<file path="src/rtl/dmem_arbiter.sv">
// Two-port round-robin arbiter and one-cycle sequencer in front of the data memory.
// Port 0 is the core load/store path; port 1 is the DMA/debug loader.
module dmem_arbiter #(
    parameter int unsigned Width     = 32,
    parameter int unsigned AddrWidth = 5
) (
    input  logic             clk,
    input  logic             reset,
    input  logic             req_valid_0,
    output logic             req_ready_0,
    input  logic [Width-1:0] req_addr_0,
    input  logic [Width-1:0] req_wdata_0,
    input  logic [2:0]       req_mode_0,
    output logic             rsp_valid_0,
    output logic [Width-1:0] rsp_rdata_0,
    output logic             rsp_err_0,
    input  logic             req_valid_1,
    output logic             req_ready_1,
    input  logic [Width-1:0] req_addr_1,
    input  logic [Width-1:0] req_wdata_1,
    input  logic [2:0]       req_mode_1,
    output logic             rsp_valid_1,
    output logic [Width-1:0] rsp_rdata_1,
    output logic             rsp_err_1,
    output logic [Width-1:0] mem_addr,
    output logic [Width-1:0] mem_wdata,
    output logic [2:0]       mem_mode,
    output logic             mem_write,
    output logic             mem_read,
    input  logic [Width-1:0] mem_rdata
);

    localparam logic [2:0] MODE_LH        = 3'b001;
    localparam logic [2:0] MODE_LW        = 3'b010;
    localparam logic [2:0] MODE_LHU       = 3'b100;
    localparam logic [2:0] MODE_SH        = 3'b110;
    localparam logic [2:0] MODE_SW        = 3'b111;
    localparam logic [2:0] MODE_LAST_LOAD = 3'b100;

    typedef enum logic [1:0] {
        IDLE   = 2'd0,
        ACCESS = 2'd1,
        RESP   = 2'd2
    } state_e;

    state_e           state_q, state_d;
    logic             last_grant_q, last_grant_d;
    logic             cap_port_q, cap_port_d;
    logic [Width-1:0] cap_addr_q, cap_addr_d;
    logic [Width-1:0] cap_wdata_q, cap_wdata_d;
    logic [2:0]       cap_mode_q, cap_mode_d;
    logic             cap_err_q, cap_err_d;
    logic [Width-1:0] rsp_rdata_0_q, rsp_rdata_0_d;
    logic [Width-1:0] rsp_rdata_1_q, rsp_rdata_1_d;
    logic             rsp_err_0_q, rsp_err_0_d;
    logic             rsp_err_1_q, rsp_err_1_d;

    logic             arb_en;
    logic             win_0;
    logic             win_1;
    logic             accept;
    logic             mem_en;
    logic             cap_is_load;
    logic [Width-1:0] sel_addr;
    logic [Width-1:0] sel_wdata;
    logic [2:0]       sel_mode;
    logic [Width-1:0] load_data;

    // Rejects misaligned halfword/word accesses and addresses beyond the implemented range.
    function automatic logic access_err(input logic [2:0] mode, input logic [Width-1:0] addr);
        logic half_bad;
        logic word_bad;
        logic range_bad;
        half_bad  = ((mode == MODE_LH) || (mode == MODE_LHU) || (mode == MODE_SH)) && addr[0];
        word_bad  = ((mode == MODE_LW) || (mode == MODE_SW)) && (addr[1:0] != 2'b00);
        range_bad = (addr[Width-1:AddrWidth] != '0);
        return half_bad | word_bad | range_bad;
    endfunction

    // Round-robin: on a tie the port that did not win last time is granted.
    always_comb begin
        arb_en    = (state_q != ACCESS) && !reset;
        win_0     = arb_en && req_valid_0 && (!req_valid_1 || last_grant_q);
        win_1     = arb_en && req_valid_1 && (!req_valid_0 || !last_grant_q);
        accept    = win_0 | win_1;
        sel_addr  = win_1 ? req_addr_1  : req_addr_0;
        sel_wdata = win_1 ? req_wdata_1 : req_wdata_0;
        sel_mode  = win_1 ? req_mode_1  : req_mode_0;
    end

    assign cap_is_load = (cap_mode_q <= MODE_LAST_LOAD);
    assign load_data   = (cap_is_load && !cap_err_q) ? mem_rdata : '0;

    always_comb begin
        state_d       = state_q;
        last_grant_d  = last_grant_q;
        cap_port_d    = cap_port_q;
        cap_addr_d    = cap_addr_q;
        cap_wdata_d   = cap_wdata_q;
        cap_mode_d    = cap_mode_q;
        cap_err_d     = cap_err_q;
        rsp_rdata_0_d = rsp_rdata_0_q;
        rsp_rdata_1_d = rsp_rdata_1_q;
        rsp_err_0_d   = rsp_err_0_q;
        rsp_err_1_d   = rsp_err_1_q;
        case (state_q)
            IDLE, RESP: begin
                if (accept) begin
                    state_d      = ACCESS;
                    last_grant_d = win_1;
                    cap_port_d   = win_1;
                    cap_addr_d   = sel_addr;
                    cap_wdata_d  = sel_wdata;
                    cap_mode_d   = sel_mode;
                    cap_err_d    = access_err(sel_mode, sel_addr);
                end else begin
                    state_d = IDLE;
                end
            end
            ACCESS: begin
                state_d = RESP;
                if (cap_port_q) begin
                    rsp_rdata_1_d = load_data;
                    rsp_err_1_d   = cap_err_q;
                end else begin
                    rsp_rdata_0_d = load_data;
                    rsp_err_0_d   = cap_err_q;
                end
            end
            default: state_d = IDLE;
        endcase
    end

    always_ff @(posedge clk) begin
        if (reset) begin
            state_q       <= IDLE;
            last_grant_q  <= 1'b1;
            cap_port_q    <= 1'b0;
            cap_addr_q    <= '0;
            cap_wdata_q   <= '0;
            cap_mode_q    <= '0;
            cap_err_q     <= 1'b0;
            rsp_rdata_0_q <= '0;
            rsp_rdata_1_q <= '0;
            rsp_err_0_q   <= 1'b0;
            rsp_err_1_q   <= 1'b0;
        end else begin
            state_q       <= state_d;
            last_grant_q  <= last_grant_d;
            cap_port_q    <= cap_port_d;
            cap_addr_q    <= cap_addr_d;
            cap_wdata_q   <= cap_wdata_d;
            cap_mode_q    <= cap_mode_d;
            cap_err_q     <= cap_err_d;
            rsp_rdata_0_q <= rsp_rdata_0_d;
            rsp_rdata_1_q <= rsp_rdata_1_d;
            rsp_err_0_q   <= rsp_err_0_d;
            rsp_err_1_q   <= rsp_err_1_d;
        end
    end

    // Memory and handshake strobes are gated by reset so an in-flight store or pulse is dropped.
    assign mem_en      = (state_q == ACCESS) && !reset;
    assign mem_addr    = mem_en ? cap_addr_q  : '0;
    assign mem_wdata   = mem_en ? cap_wdata_q : '0;
    assign mem_mode    = mem_en ? cap_mode_q  : 3'b000;
    assign mem_read    = mem_en && cap_is_load && !cap_err_q;
    assign mem_write   = mem_en && !cap_is_load && !cap_err_q;

    assign req_ready_0 = win_0;
    assign req_ready_1 = win_1;
    assign rsp_valid_0 = (state_q == RESP) && !cap_port_q && !reset;
    assign rsp_valid_1 = (state_q == RESP) && cap_port_q && !reset;
    assign rsp_rdata_0 = rsp_rdata_0_q;
    assign rsp_rdata_1 = rsp_rdata_1_q;
    assign rsp_err_0   = rsp_err_0_q;
    assign rsp_err_1   = rsp_err_1_q;

endmodule

</file>
<file path="config.mk">
export PLATFORM = sky130hd
export DESIGN_NAME = dmem_arbiter
export DESIGN_NICKNAME = d
export VERILOG_FILES = /design/src/rtl/dmem_arbiter.sv
export SDC_FILE = /design/constraint.sdc
export NUM_CORES = 1
export LEC_CHECK = 0
export CORE_MARGIN = 3
export CORE_UTILIZATION = 44
export DETAILED_ROUTE_END_ITERATION = 6
export PLACE_DENSITY = 0.86
export SLEW_MARGIN = 10
export SYNTH_ARGS = -nofsm -noshare
export SYNTH_HDL_FRONTEND = slang
export SYNTH_SLANG_ARGS = --single-unit
export TNS_END_PERCENT = 10
</file>
<file path="constraint.sdc">
create_clock -name clk -period 4.05 [get_ports clk]
set_clock_uncertainty 0.15 [all_clocks]
set_input_delay 0.81 -clock clk [delete_from_list [all_inputs] [get_ports clk]]
set_output_delay 0.81 -clock clk [all_outputs]
set_load 0.01 [all_outputs]
</file>
==> impl_metrics.sql <==
INSERT INTO impl_metrics (metric_group, metric, value, unit) VALUES
('status', 'outcome', 'completed', ''),
('routing', 'number_of_vias_in_the_routed_layout', '6421', ''),
('yosys', 'synth_seq_cells', '138', ''),
('worst_setup_path', 'cp.arrival', '2.40', 'ns'),
('global_route', 'global_route.peak_usage_layer', 'met2', ''),
('power', 'switching_power', '901', 'uW'),
('global_route', 'first_pass_grt_wire_length', '33.4', 'mm'),
('timing', 'fin_tns_setup', '0', 'ns'),
('worst_hold_path', 'hold_path_class', 'flip-flop to flip-flop', ''),
('final_layout', 'layout.cell_area.non_filler', '10000', 'um^2'),
('clocking', 'cts_tree', 'built', ''),
('clocking', 'ctsResizeCount', '0', ''),
('power', 'power_leakage', '0.00350', 'uW'),
('power', 'power.sequential.fraction', '39.2', '%'),
('floorplanning', 'top_level_port_count', '309', ''),
('power', 'p_int', '2900', 'uW'),
('worst_setup_path', 'cp_bufs_invs', '2', ''),
('placement', 'dpl.hpwl', '15.3', 'mm'),
('floorplanning', 'std_cell_rows', '43', ''),
('clocking', 'worst_setup_hold_path_clk_slew', '0.06', 'ns'),
('global_route', 'pin_count_of_the_biggest_net_entering_global_routing', '71', ''),
('worst_setup_path', 'critical-path-max-stage-delay', '0.61', 'ns'),
('timing', 'achievable-frequency', '0.298', 'GHz'),
('timing', 'min_period', '3.36', 'ns'),
('worst_setup_path', 'crit_path_frequent_cell', 'sky130_fd_sc_hd__clkdlybuf4s50_1', ''),
('worst_setup_path', 'timing.critical_path.from_type', 'primary input', ''),
('floorplanning', 'initial_utilization', '45.3', '%'),
('clocking', 'ctsLongestPathBuffers', '2', ''),
('clocking', 'clkLatencyLatePin', '0.41', 'ns'),
('worst_setup_path', 'crit_path_max_fanout', '4', ''),
('routing', 'wirelength', '21.1', 'mm'),
('worst_setup_path', 'cp-end-kind', 'primary output', ''),
('clocking', 'post_cts_hold_buffer_count', '0', ''),
('placement', 'io_buffer_count', '308', ''),
('placement', 'postPlaceCellArea', '9380', 'um^2'),
('worst_setup_path', 'worstPathCellList', 'clkdlybuf4s50_1 > a2111oi_4 > clkdlybuf4s50_1', ''),
('timing', 'hold_violations', '0', ''),
('yosys', 'synthCells', '733', ''),
('clocking', 'post_cts.repair.setup_buffers', '0', ''),
('worst_setup_path', 'crit_family', 'buffers and inverters', ''),
('global_route', 'initial_antenna_violation_count', '0', ''),
('timing', 'setup_viol', '0', ''),
('floorplanning', 'die_width', '126', 'um'),
('flow_run', 'maxCapViolations', '0', ''),
('power', 'power.clock.fraction', '45.2', '%'),
('worst_setup_path', 'timing.critical_path.slowest_stage_cell', 'sky130_fd_sc_hd__clkdlybuf4s50_1', ''),
('routing', 'drc', '0', ''),
('global_route', 'grt.met1_usage', '30.7', '%'),
('timing', 'setup_repair_after_global_routing_missed_its_margin', 'no', ''),
('floorplanning', 'die_h', '126', 'um'),
('yosys', 'average_instance_area_after_synthesis', '8.61', 'um^2'),
('clocking', 'cts-htree-levels', '4', ''),
('global_route', 'grt_pass1_vias', '6322', ''),
('final_layout', 'area.growth.synth_to_final', '59.0', '%'),
('timing', 'worst_slew_slack_as_a_fraction_of_its_limit', '22.0', '%'),
('power', 'net_switching_fraction_of_the_power', '23.7', '%'),
('floorplanning', 'fp.coreArea', '13900', 'um^2'),
('yosys', 'yosys_warnings', '0', ''),
('timing', 'max_slew.worst_pin.slew', '1.17', 'ns'),
('final_layout', 'final_cell_mix', '307 x sky130_fd_sc_hd__clkdlybuf4s50_1, 138 x sky130_fd_sc_hd__dfxtp_1, 73 x sky130_fd_sc_hd__nor2_1', ''),
('floorplanning', 'floorplan.die_area', '15800', 'um^2'),
('routing', 'routed_via_density', '5.35', ''),
('clocking', 'cts-root-buf', 'sky130_fd_sc_hd__clkbuf_16', ''),
('worst_setup_path', 'critPathKind', 'primary input to primary output', ''),
('power', 'p_per_area', '378', 'nW/um^2'),
('global_route', 'gr-usage-met3', '7.51', '%'),
('global_route', 'overflow', '0', ''),
('timing', 'fin_crit_sh', '82.9', '%'),
('global_route', 'globalRouteMet2Util', '45.0', '%'),
('routing', 'drt_pre_antenna_iters', '5', ''),
('global_route', 'grt_use_total', '26.1', '%');
## cells in the mapped netlist, drive strengths merged
cell,n,area (um^2)
o2bb2ai,1,8.76
and2,70,438
inv,4,15.0
a221oi,1,8.76
nor2,75,282
mux2i,67,671
nand3,66,330
a211o,1,8.76
a21oi,72,360
a2111oi,1,27.5
nor3,3,15.0
a22oi,1,7.51
or4,3,22.5
o21ai,5,25.0
nand2b,3,18.8
dfxtp,138,2760
a211oi,67,528
and3b,1,8.76
a311oi,1,8.76
buf,23,223
xor2,2,17.5
or2,1,6.26
nor2b,1,13.8
nor4,9,56.3
nand4,2,12.5
clkbuf,43,161
or2b,1,7.51
and3,1,6.26
nand2,70,263
## worst register-to-register path, stage by stage (launching register included)
cell and delay, ns:
sky130_fd_sc_hd__dfxtp_1 0.32, sky130_fd_sc_hd__nor2_1 0.21, sky130_fd_sc_hd__o21ai_1 0.23, sky130_fd_sc_hd__inv_4 0.39
sky130_fd_sc_hd__buf_4 0.53, sky130_fd_sc_hd__nor2_1 0.13, sky130_fd_sc_hd__a211oi_1 0.26
## path summary, 6_finish.rpt
check / startpoint / to / slack, ns / cells past startpoint
worst max register to register: state_q[0] / cap_wdata_q[5] / 1.76 / 6
worst min-delay path: rsp_rdata_1[31] / rsp_rdata_1[31] / 0.30 / 2
worst max-delay path: req_valid_0 / req_ready_1 / 0.69 / 3
worst min register to register: rsp_rdata_1[31] / rsp_rdata_1[31] / 0.30 / 2
## flip-flops by register name, indices dropped and copies added, names as in the netlist
signal	flops
cap_addr_q	32
cap_wdata_q	32
rsp_rdata_0	32
rsp_rdata_1	32
cap_mode_q	3
state_q	2
cap_err_q	1
cap_port_q	1
last_grant_q	1
rsp_err_0	1
rsp_err_1	1
## power by group through the flow
stage          combinational, uW  clock (uW)  sequential (uW)
2_1_floorplan                286           0             1510
3_3_place_gp                 577           0             1520
3_5_place_dp                 588           0             1510
4_1_cts                      593        1740             1490
5_1_grt                      641        1810             1500
6_report                     593        1720             1490
## through the flow
| stage | util, % | power [uW] | cells | setup slack, ns |
|---|---|---|---|---|
| after floorplan | - | 1790 | 733 | 1.43 |
| after global placement | 67.3 | 2090 | 1169 | 0.762 |
| after detailed placement | 67.3 | 2100 | 1169 | 0.695 |
| after CTS | 72.0 | 3820 | 1201 | 0.694 |
| after global routing | 72.0 | 3950 | 1201 | 0.603 |
| final | 72.0 | 3800 | 1201 | 0.692 |
## logic make-up after synthesis
| family | count (synthesis) | synth area share, % |
|---|---|---|
| simple gates | 306 | 23.4 |
| compound gates | 150 | 15.6 |
| flops | 138 | 43.8 |
| buf+inv | 70 | 6.32 |
| mux | 67 | 10.6 |
| xor+xnor | 2 | 0.277 |
## layout make-up
cell class / instances / area [um^2]
multi-input combinational: 525 / 3170
fill: 1045 / 3900
tap: 180 / 225
clock inverter: 11 / 191
inverter: 4 / 17.5
clock buffer: 21 / 470
timing repair buffer: 322 / 3200
sequential: 138 / 2760
## layer usage
| metal | part of all wire [%] | wire length [um] | vias up |
|---|---|---|---|
| met5 | 0 | 0 | - |
| met4 | 3.1 | 660 | 0 |
| met3 | 7.4 | 1550 | 47 |
| met2 | 50 | 10500 | 291 |
| met1 | 40 | 8380 | 2969 |
| li1 | - | - | 3114 |
(Power assumes the default switching activity.)
